## src/rtl/cachepool_id_remapper.sv

```systemverilog
// Transaction-ID remapper for one CachePool L2 channel: folds wide upstream IDs
// onto a small table of downstream IDs and restores them on the response path.
module cachepool_id_remapper #(
    parameter int InIdWidth    = 6,
    parameter int OutIdWidth   = 2,
    parameter int MaxTxnsPerId = 4,
    parameter int ReqWidth     = 64,
    parameter int RspWidth     = 64
) (
    input  logic                  clk_i,
    input  logic                  rst_i,
    // Valid/ready on every channel: a beat transfers on a cycle where valid and
    // ready are both high; once valid is raised it is held until that transfer.
    input  logic                  req_valid_i,
    output logic                  req_ready_o,
    input  logic [InIdWidth-1:0]  req_id_i,
    input  logic [ReqWidth-1:0]   req_data_i,
    output logic                  req_valid_o,
    input  logic                  req_ready_i,
    output logic [OutIdWidth-1:0] req_id_o,
    output logic [ReqWidth-1:0]   req_data_o,
    input  logic                  rsp_valid_i,
    output logic                  rsp_ready_o,
    input  logic [OutIdWidth-1:0] rsp_id_i,
    input  logic                  rsp_last_i,
    input  logic [RspWidth-1:0]   rsp_data_i,
    output logic                  rsp_valid_o,
    input  logic                  rsp_ready_i,
    output logic [InIdWidth-1:0]  rsp_id_o,
    output logic                  rsp_last_o,
    output logic [RspWidth-1:0]   rsp_data_o,
    output logic                  busy_o,
    output logic                  err_o
);

    localparam int NumEntries = 2 ** OutIdWidth;
    localparam int CntWidth   = $clog2(MaxTxnsPerId + 1);

    typedef logic [CntWidth-1:0] cnt_t;

    logic [NumEntries-1:0] vld_q, vld_d;
    logic [InIdWidth-1:0]  in_id_q [NumEntries];
    logic [InIdWidth-1:0]  in_id_d [NumEntries];
    cnt_t                  cnt_q   [NumEntries];
    cnt_t                  cnt_d   [NumEntries];
    logic                  err_q;
    logic                  busy_q;

    logic                  hit;
    logic                  free_found;
    logic [OutIdWidth-1:0] hit_idx;
    logic [OutIdWidth-1:0] free_idx;
    logic [OutIdWidth-1:0] issue_idx;
    logic                  can_issue;
    logic                  req_hs;
    logic                  rsp_hs;
    logic                  rsp_dec;

    // Lookup uses only registered table state, so the response path never
    // reaches req_ready_o and a freed entry is allocatable one cycle later.
    always_comb begin
        hit        = 1'b0;
        hit_idx    = '0;
        free_found = 1'b0;
        free_idx   = '0;
        for (int e = NumEntries - 1; e >= 0; e--) begin
            if (!vld_q[e]) begin
                free_found = 1'b1;
                free_idx   = OutIdWidth'(e);
            end
            if (vld_q[e] && (in_id_q[e] == req_id_i)) begin
                hit     = 1'b1;
                hit_idx = OutIdWidth'(e);
            end
        end
        issue_idx = hit ? hit_idx : free_idx;
        can_issue = hit ? (cnt_q[hit_idx] < cnt_t'(MaxTxnsPerId)) : free_found;
    end

    assign req_valid_o = req_valid_i & can_issue;
    assign req_ready_o = req_ready_i & can_issue;
    assign req_id_o    = issue_idx;
    assign req_data_o  = req_data_i;

    assign rsp_valid_o = rsp_valid_i;
    assign rsp_ready_o = rsp_ready_i;
    assign rsp_id_o    = in_id_q[rsp_id_i];
    assign rsp_last_o  = rsp_last_i;
    assign rsp_data_o  = rsp_data_i;

    assign req_hs  = req_valid_i & req_ready_i & can_issue;
    assign rsp_hs  = rsp_valid_i & rsp_ready_i;
    assign rsp_dec = rsp_hs & rsp_last_i & vld_q[rsp_id_i];

    // A same-cycle issue and retire on one entry cancel out and keep it alive.
    always_comb begin
        vld_d   = vld_q;
        in_id_d = in_id_q;
        cnt_d   = cnt_q;
        for (int e = 0; e < NumEntries; e++) begin
            if (req_hs && (issue_idx == OutIdWidth'(e)) &&
                !(rsp_dec && (rsp_id_i == OutIdWidth'(e)))) begin
                vld_d[e]   = 1'b1;
                in_id_d[e] = req_id_i;
                cnt_d[e]   = cnt_q[e] + cnt_t'(1);
            end else if (rsp_dec && (rsp_id_i == OutIdWidth'(e)) &&
                         !(req_hs && (issue_idx == OutIdWidth'(e)))) begin
                cnt_d[e] = cnt_q[e] - cnt_t'(1);
                if (cnt_q[e] == cnt_t'(1)) begin
                    vld_d[e] = 1'b0;
                end
            end
        end
    end

    always_ff @(posedge clk_i or posedge rst_i) begin
        if (rst_i) begin
            vld_q  <= '0;
            err_q  <= 1'b0;
            busy_q <= 1'b0;
            for (int e = 0; e < NumEntries; e++) begin
                in_id_q[e] <= '0;
                cnt_q[e]   <= '0;
            end
        end else begin
            vld_q   <= vld_d;
            in_id_q <= in_id_d;
            cnt_q   <= cnt_d;
            busy_q  <= |vld_d;
            if (rsp_hs && !vld_q[rsp_id_i]) begin
                err_q <= 1'b1;
            end
        end
    end

    assign busy_o = busy_q;
    assign err_o  = err_q;

endmodule

```

## config.mk

```make
export PLATFORM = sky130hd
export DESIGN_NAME = cachepool_id_remapper
export DESIGN_NICKNAME = d
export VERILOG_FILES = /design/src/rtl/cachepool_id_remapper.sv
export SDC_FILE = /design/constraint.sdc
export NUM_CORES = 1
export LEC_CHECK = 0
export CORE_ASPECT_RATIO = 0.6
export CORE_MARGIN = 3
export CORE_UTILIZATION = 30
export CTS_CLUSTER_SIZE = 16
export DETAILED_ROUTE_END_ITERATION = 16
export PLACE_DENSITY_LB_ADDON = 0.3
export SLEW_MARGIN = 20
export SYNTH_ARGS = -nofsm -noshare
export SYNTH_HDL_FRONTEND = slang
export SYNTH_SLANG_ARGS = --single-unit
```

## constraint.sdc

```tcl
create_clock -name clk_i -period 3.6 [get_ports clk_i]
set_input_delay 0.72 -clock clk_i [delete_from_list [all_inputs] [get_ports clk_i]]
set_output_delay 0.72 -clock clk_i [all_outputs]
set_load 0.01 [all_outputs]
```

== Word level (Yosys, flattened, before mapping) ==
Cells that the tools add are included.

* Flip-flop bits (word level): 42
* Bits in latches: 0
* Bits in writable memories: 0
* ROM bits: 0
* Logic and storage cells: 129
* Memories kept: 0

* $add $sub $neg: 8
* Multiply operators: 0
* Divide/modulo/power cells: 0
* $lt $le $gt $ge: 4
* Equal/unequal tests: 14
* Shift-type cells: 0
* Multiplexer cells: 46
* Bitwise logic cells: 9
* Reductions and logical operators: 37

{| class="wikitable"
|+ Operators with widths
! operator !! number
|-
| $mux 3 || 10
|-
| $eq 6x6->1 || 4
|-
| $mux 1 || 22
|-
| $logic_and 1x1->1 || 21
|-
| $mux 2 || 9
|-
| $add 3x1->3 const B || 4
|-
| $bmux 6 s2 || 1
|-
| $eq 3x1->1 const B || 4
|-
| $mux 6 || 2
|-
| $sub 3x1->3 const B || 4
|-
| $logic_not 1->1 || 9
|-
| $eq 2x2->1 const B || 4
|-
| $reduce_bool 2->1 || 4
|-
| $and 1x1->1 || 7
|-
| $bmux 3 s2 || 1
|-
| $ge 3x3->1 const B || 2
|-
| $not 2->3 || 2
|-
| $eq 2x1->1 const B || 2
|-
| $logic_not 2->1 || 2
|-
| $reduce_or 4->1 || 1
|-
| $lt 2x3->1 const B || 1
|-
| $lt 3x3->1 const B || 1
|-
| $bmux 1 s2 || 1
|}

== Logic depth before layout (Yosys ltp) ==
* Depth in word-level cells: 19
* Gate-level depth with buffers: 13
* Depth with buffers taken out: 10

== Least setup slack after synthesis ==
Ideal clock, no wire load.

* Kind: input to register
* Start: input port req_id_i[0]
* End: register busy_q, in the netlist busy_o
* Library setup time: 0.139 ns
* Arrival time: 3.216 ns
* Required time: 3.461 ns
* Slack: 0.245 ns
* Cell stages on the path: 11
* Path buffers: 2
* Cells stage by stage: buf_2 -> xnor2_1 -> nand3_1 -> or4b_1 -> and2_2 -> a21o_1 -> and3b_1 -> ha_1 -> clkbuf_1 -> a21o_1 -> or4_1

* Longest elaborated chain between the ends: 19
* Elaborated cells on any way between the ends: 53
* Those cells by class: order compare: 1; eq/ne: 7; mux: 21; bitwise: 2; reduce/logical: 22

{| class="wikitable"
|+ RTL lines
! element !! line !! text
|-
| start, declared || 16 || <nowiki>input logic [InIdWidth-1:0] req_id_i,</nowiki>
|-
| $eq 6x6->1 || 71 || <nowiki>if (vld_q[e] && (in_id_q[e] == req_id_i)) begin</nowiki>
|-
| $logic_and 1x1->1 || 71 ||
|-
| $mux 2 (4 in series) || 71 ||
|-
| $not 2->3 (implied by the code) || 77 || <nowiki>can_issue = hit ? (cnt_q[hit_idx] < cnt_t'(MaxTxnsPerId)) : free_found;</nowiki>
|-
| $bmux 3 s2 || 77 ||
|-
| $mux 3 (implied by the code) (2 in series) || 77 ||
|-
| $lt 3x3->1 || 77 ||
|-
| $mux 1 || 77 ||
|-
| $and 1x1->1 || 91 || <nowiki>assign req_hs = req_valid_i & req_ready_i & can_issue;</nowiki>
|-
| $logic_and 1x1->1 (*) || 101, 107 ||
|-
| $logic_not 1->1 || 107 || <nowiki>!(req_hs && (issue_idx == OutIdWidth'(e)))) begin</nowiki>
|-
| $logic_and 1x1->1 || 106 || <nowiki>end else if (rsp_dec && (rsp_id_i == OutIdWidth'(e)) &&</nowiki>
|-
| $mux 1 || 106 ||
|-
| $mux 1 (*) || 101 || <nowiki>if (req_hs && (issue_idx == OutIdWidth'(e)) &&</nowiki>
|-
| named net vld_d[0] || 41 || <nowiki>logic [NumEntries-1:0] vld_q, vld_d;</nowiki>
|-
| $reduce_or 4->1 (*) || 129 || <nowiki>busy_q <= |vld_d;</nowiki>
|-
| end signal, assigned || 129 ||
|-
| end, declared || 47 || <nowiki>logic busy_q;</nowiki>
|}

The timed path passes the listed nets; every way through them passes the cells marked *. The select of a mux whose other input is x is not followed.
A chain may end at the register's enable or synchronous reset.

== Worst setup path after layout ==
* Start: input port req_id_i[3]
* End: output port req_ready_o

* Longest elaborated chain between the ends: 13
* Elaborated cells on any way between the ends: 23
* Those cells by class: order compare: 1; eq/ne: 4; mux: 12; bitwise: 2; reduce/logical: 4

{| class="wikitable"
|+ RTL lines
! element !! line !! text
|-
| $eq 6x6->1 || 71 ||
|-
| $logic_and 1x1->1 || 71 ||
|-
| $mux 2 (4 in series) || 71 ||
|-
| $not 2->3 (implied by the code) || 77 ||
|-
| $bmux 3 s2 || 77 ||
|-
| $mux 3 (implied by the code) (2 in series) || 77 ||
|-
| $lt 3x3->1 || 77 ||
|-
| $mux 1 (*) || 77 ||
|-
| $and 1x1->1 (*) || 81 || <nowiki>assign req_ready_o = req_ready_i & can_issue;</nowiki>
|-
| end, declared || 15 || <nowiki>output logic req_ready_o,</nowiki>
|}

Every way passes the cells marked *; elsewhere a longest branch is shown, timed or not. The select of a mux whose other input is x is not followed.

==> results.toml <==
[status]
outcome = "completed"

[global_route]
antenna_found_initial = 0
groute.usage.overall_pct = 11.4
grt_max_degree = 29
grt-ovfl-total = 0
grt_pass1_wl_mm = 12.0
first_global_vias = 2113

[critical_path]
crit_path_max_fanout = 6
cp_data_arrival_time_ps = 2740
r2r_slack_ps = 680
worstRegToRegCells = 13
cpMostUsedCell = "dlygate4sd2_1"
slowest_delay_ps = 530
worst_setup_path_start_kind = "input port"
required_ps = 2880
end_kind = "output pin"
critPathSlowestCell = "or4_1"
timing.rr.start = "in_id_q[8]"
critPathKind = "input port to output pin"
cp_cell_sequence = "dlygate4sd2_1 > buf_4 > xnor2_1 > nand2_1 > or4_1 > nand3_2 > a31oi_4 > and2_2 > dlygate4sd2_1"
r2r-end = "cnt_q[8]"

[routing]
routed_wl_mm = 7.71
vias = 2056
vias_per_cell = 4.57
post_drt_wl_per_cell_um = 17.1
antenna_left = 0
drt_first_iter_violations = 106
detail_route.first_pass.iterations = 4
drc = 0

[synthesis]
postSynth.asyncResetShare_pct = 100
synth_nets = 536
synth_edf_count = 0
ys_seq_area_share_pct = 28.4
yosysMostFrequentCell = "buf_4"
ys_types = 39
synth_top_area_share_pct = 28.4
synth_flop_cell = "dfrtp_1"
synth_area_leader_cell = "dfrtp_1"
synth-warning-count = 0
syn-mean-instance-area_um2 = 9.92
synth_area_leaders = "dfrtp_1 (28%), buf_4 (27%), mux2_2 (7.6%)"
synthTopCellsByCount = "buf_4 (132), dfrtp_1 (42), mux2_2 (25)"
postSynthCellCount = 373
syn_area_mm2 = 0.00370
ys_seq_elements = 42

[place]
gp_congestion = 0.800
portBuffers = 29
dp_hpwl_mm = 6.01

[sta]
skew_ps = 5.91
rsz0062_at_grt = "no"
fmax_mhz = 289
tightest_slew_ps = 525
hold_viol_final = 0
setup_viol = 0
timing.slew.headroom_pct = 65.0
period_needed_ps = 3460
drv_slew = 0
timing.hold.ws_ps = 482
finalSetupTns_ps = 0
min_period_over_period_pct = 96.2

[pwr]
power_leakage_nw = 1.53
switching_share_pct = 37.3
p_sw_uw = 965
power_frac_comb_pct = 47.4
peakVddDrop_mv = 0.280
seqPwrFrac_pct = 35.8
clock_power_share_pct = 16.8
powerDensity_mw_per_mm2 = 746
p_int_mw = 1.62

[final_layout]
n_antenna_cell = 0
seqCellArea_mm2 = 0.00105
syn_to_final_growth_pct = -6.32
fin_util_pct = 29.7
drive_gt1_share_pct = 24.8
fillers = 1223
multi_input_area_mm2 = 0.00156
layout.nets = 453

[clock_network]
htreeDepth = 2
post-cts-setup-buffers = 0
clock_latency_ps = 280
cts_sinks = 42
cts_tree = "yes"
clk_pin_slew_ps = 60
root_buffer = "clkbuf_16"
cts_buffers = 5
cts_hold_buf = 0
clk_path_buf_depth = 2

[floorplan]
row_count = 30
die_area_mm2 = 0.0137
core_mm2 = 0.0117
io_pins = 286
initial_core_util_pct = 31.7
die_x_um = 149
die_h_um = 92.0

[worst_hold_path]
min_path_type = "flop to flop"
holdPathEnd = "err_o"
hold_path_depth = 1
min_from = "err_o"

[run]
maxCapViolCount = 0
==> what timing repair did <==
item / in CTS / in global routing
pin swaps: 4 / 0
resized for setup: 18 / 3
setup endpoints to repair: 5 / 4
==> routing by layer <==
layer | GRT usage, % | wire length, µm
met5 | 0 | 0
met2 | 13.5 | 2830
met3 | 5.58 | 729
met4 | 3.50 | 133
met1 | 17.5 | 4020
==> how the worst max path moves through the flow <==
stage | end | cells past startpoint | from | slack [ps]
6_report | req_ready_o | 9 | req_id_i[3] | 140
3_5_place_dp | req_ready_o | 8 | req_id_i[0] | -570
3_3_place_gp | req_id_o[1] | 8 | req_id_i[0] | -550
2_1_floorplan | busy_o | 11 | req_id_i[0] | 250
4_1_cts | req_id_o[1] | 8 | req_id_i[4] | 50
5_1_grt | req_ready_o | 9 | req_id_i[3] | 30
==> kinds of logic (layout without fill, tap and decap cells) <==
family          count (synthesis)  in the layout  share of synthesized area [%]
fa+ha+maj                      20             20                           6.76
compound gates                 20             20                           3.99
buf+inv                       159             76                           30.4
simple gates                   60             60                           8.96
flops                          42             42                           28.4
xor+xnor                       36             36                           8.52
mux                            36             36                           13.0
==> final cells by class <==
class	instances	area share [%]
Multi-Input combinational cell	172	44.9
Sequential cell	42	30.3
Timing Repair Buffer	54	13.5
Tap cell	160	5.78
Clock buffer	7	3.83
Inverter	15	1.66
==> power groups by stage <==
stage	registers [mW]	logic (mW)	clock network, mW
after floorplan	0.864	0.956	0
after global placement	0.928	1.20	0
after detailed placement	0.930	1.23	0
after CTS	0.924	1.25	0.441
after global routing	0.956	1.36	0.471
final	0.925	1.23	0.434
==> per-stage QoR <==
| stage | instance area, µm² | total power, mW | std cells | setup slack [ps] |
|---|---|---|---|---|
| final | 3470 | 2.59 | 450 | 136 |
| after global routing | 3470 | 2.79 | 450 | 31.2 |
| after CTS | 3470 | 2.61 | 450 | 47.9 |
| after detailed placement | 3310 | 2.16 | 443 | -574 |
| after global placement | 3310 | 2.13 | 443 | -555 |
| after floorplan | 3700 | 1.82 | 373 | 245 |
==> state kept, by name (all words and copies together), names as in the netlist <==
signal,cells
in_id_q,24
busy_o,1
cnt_q,12
vld_q,4
err_o,1
==> critical path: cells and delay by family <==
family                 cells  cell delay (ps)
AND/OR/NAND/NOR            4             1000
XOR/XNOR                   1              140
buffers and inverters      3              760
AO/OA/AOI/OAI              1              120
==> layout by cell type, fill, tap and decap left out, drive strengths merged, types with 2 or more instances in the layout <==
cell type      instances
dfrtp                 42
mux2                  25
buf                   25
xnor2                 22
ha                    20
clkdlybuf4s50         19
nand2                 15
inv                   14
xor2                  14
nor2                  11
dlygate4sd2            8
nand3                  8
clkbuf                 8
mux4                   7
nand4                  6
o21ai                  5
a21o                   5
mux2i                  4
or4                    3
nand3b                 3
and2                   3
a21oi                  2
o31ai                  2
a31oi                  2
and4                   2
and3b                  2
No activity file was read; power rests on OpenSTA's default activity.
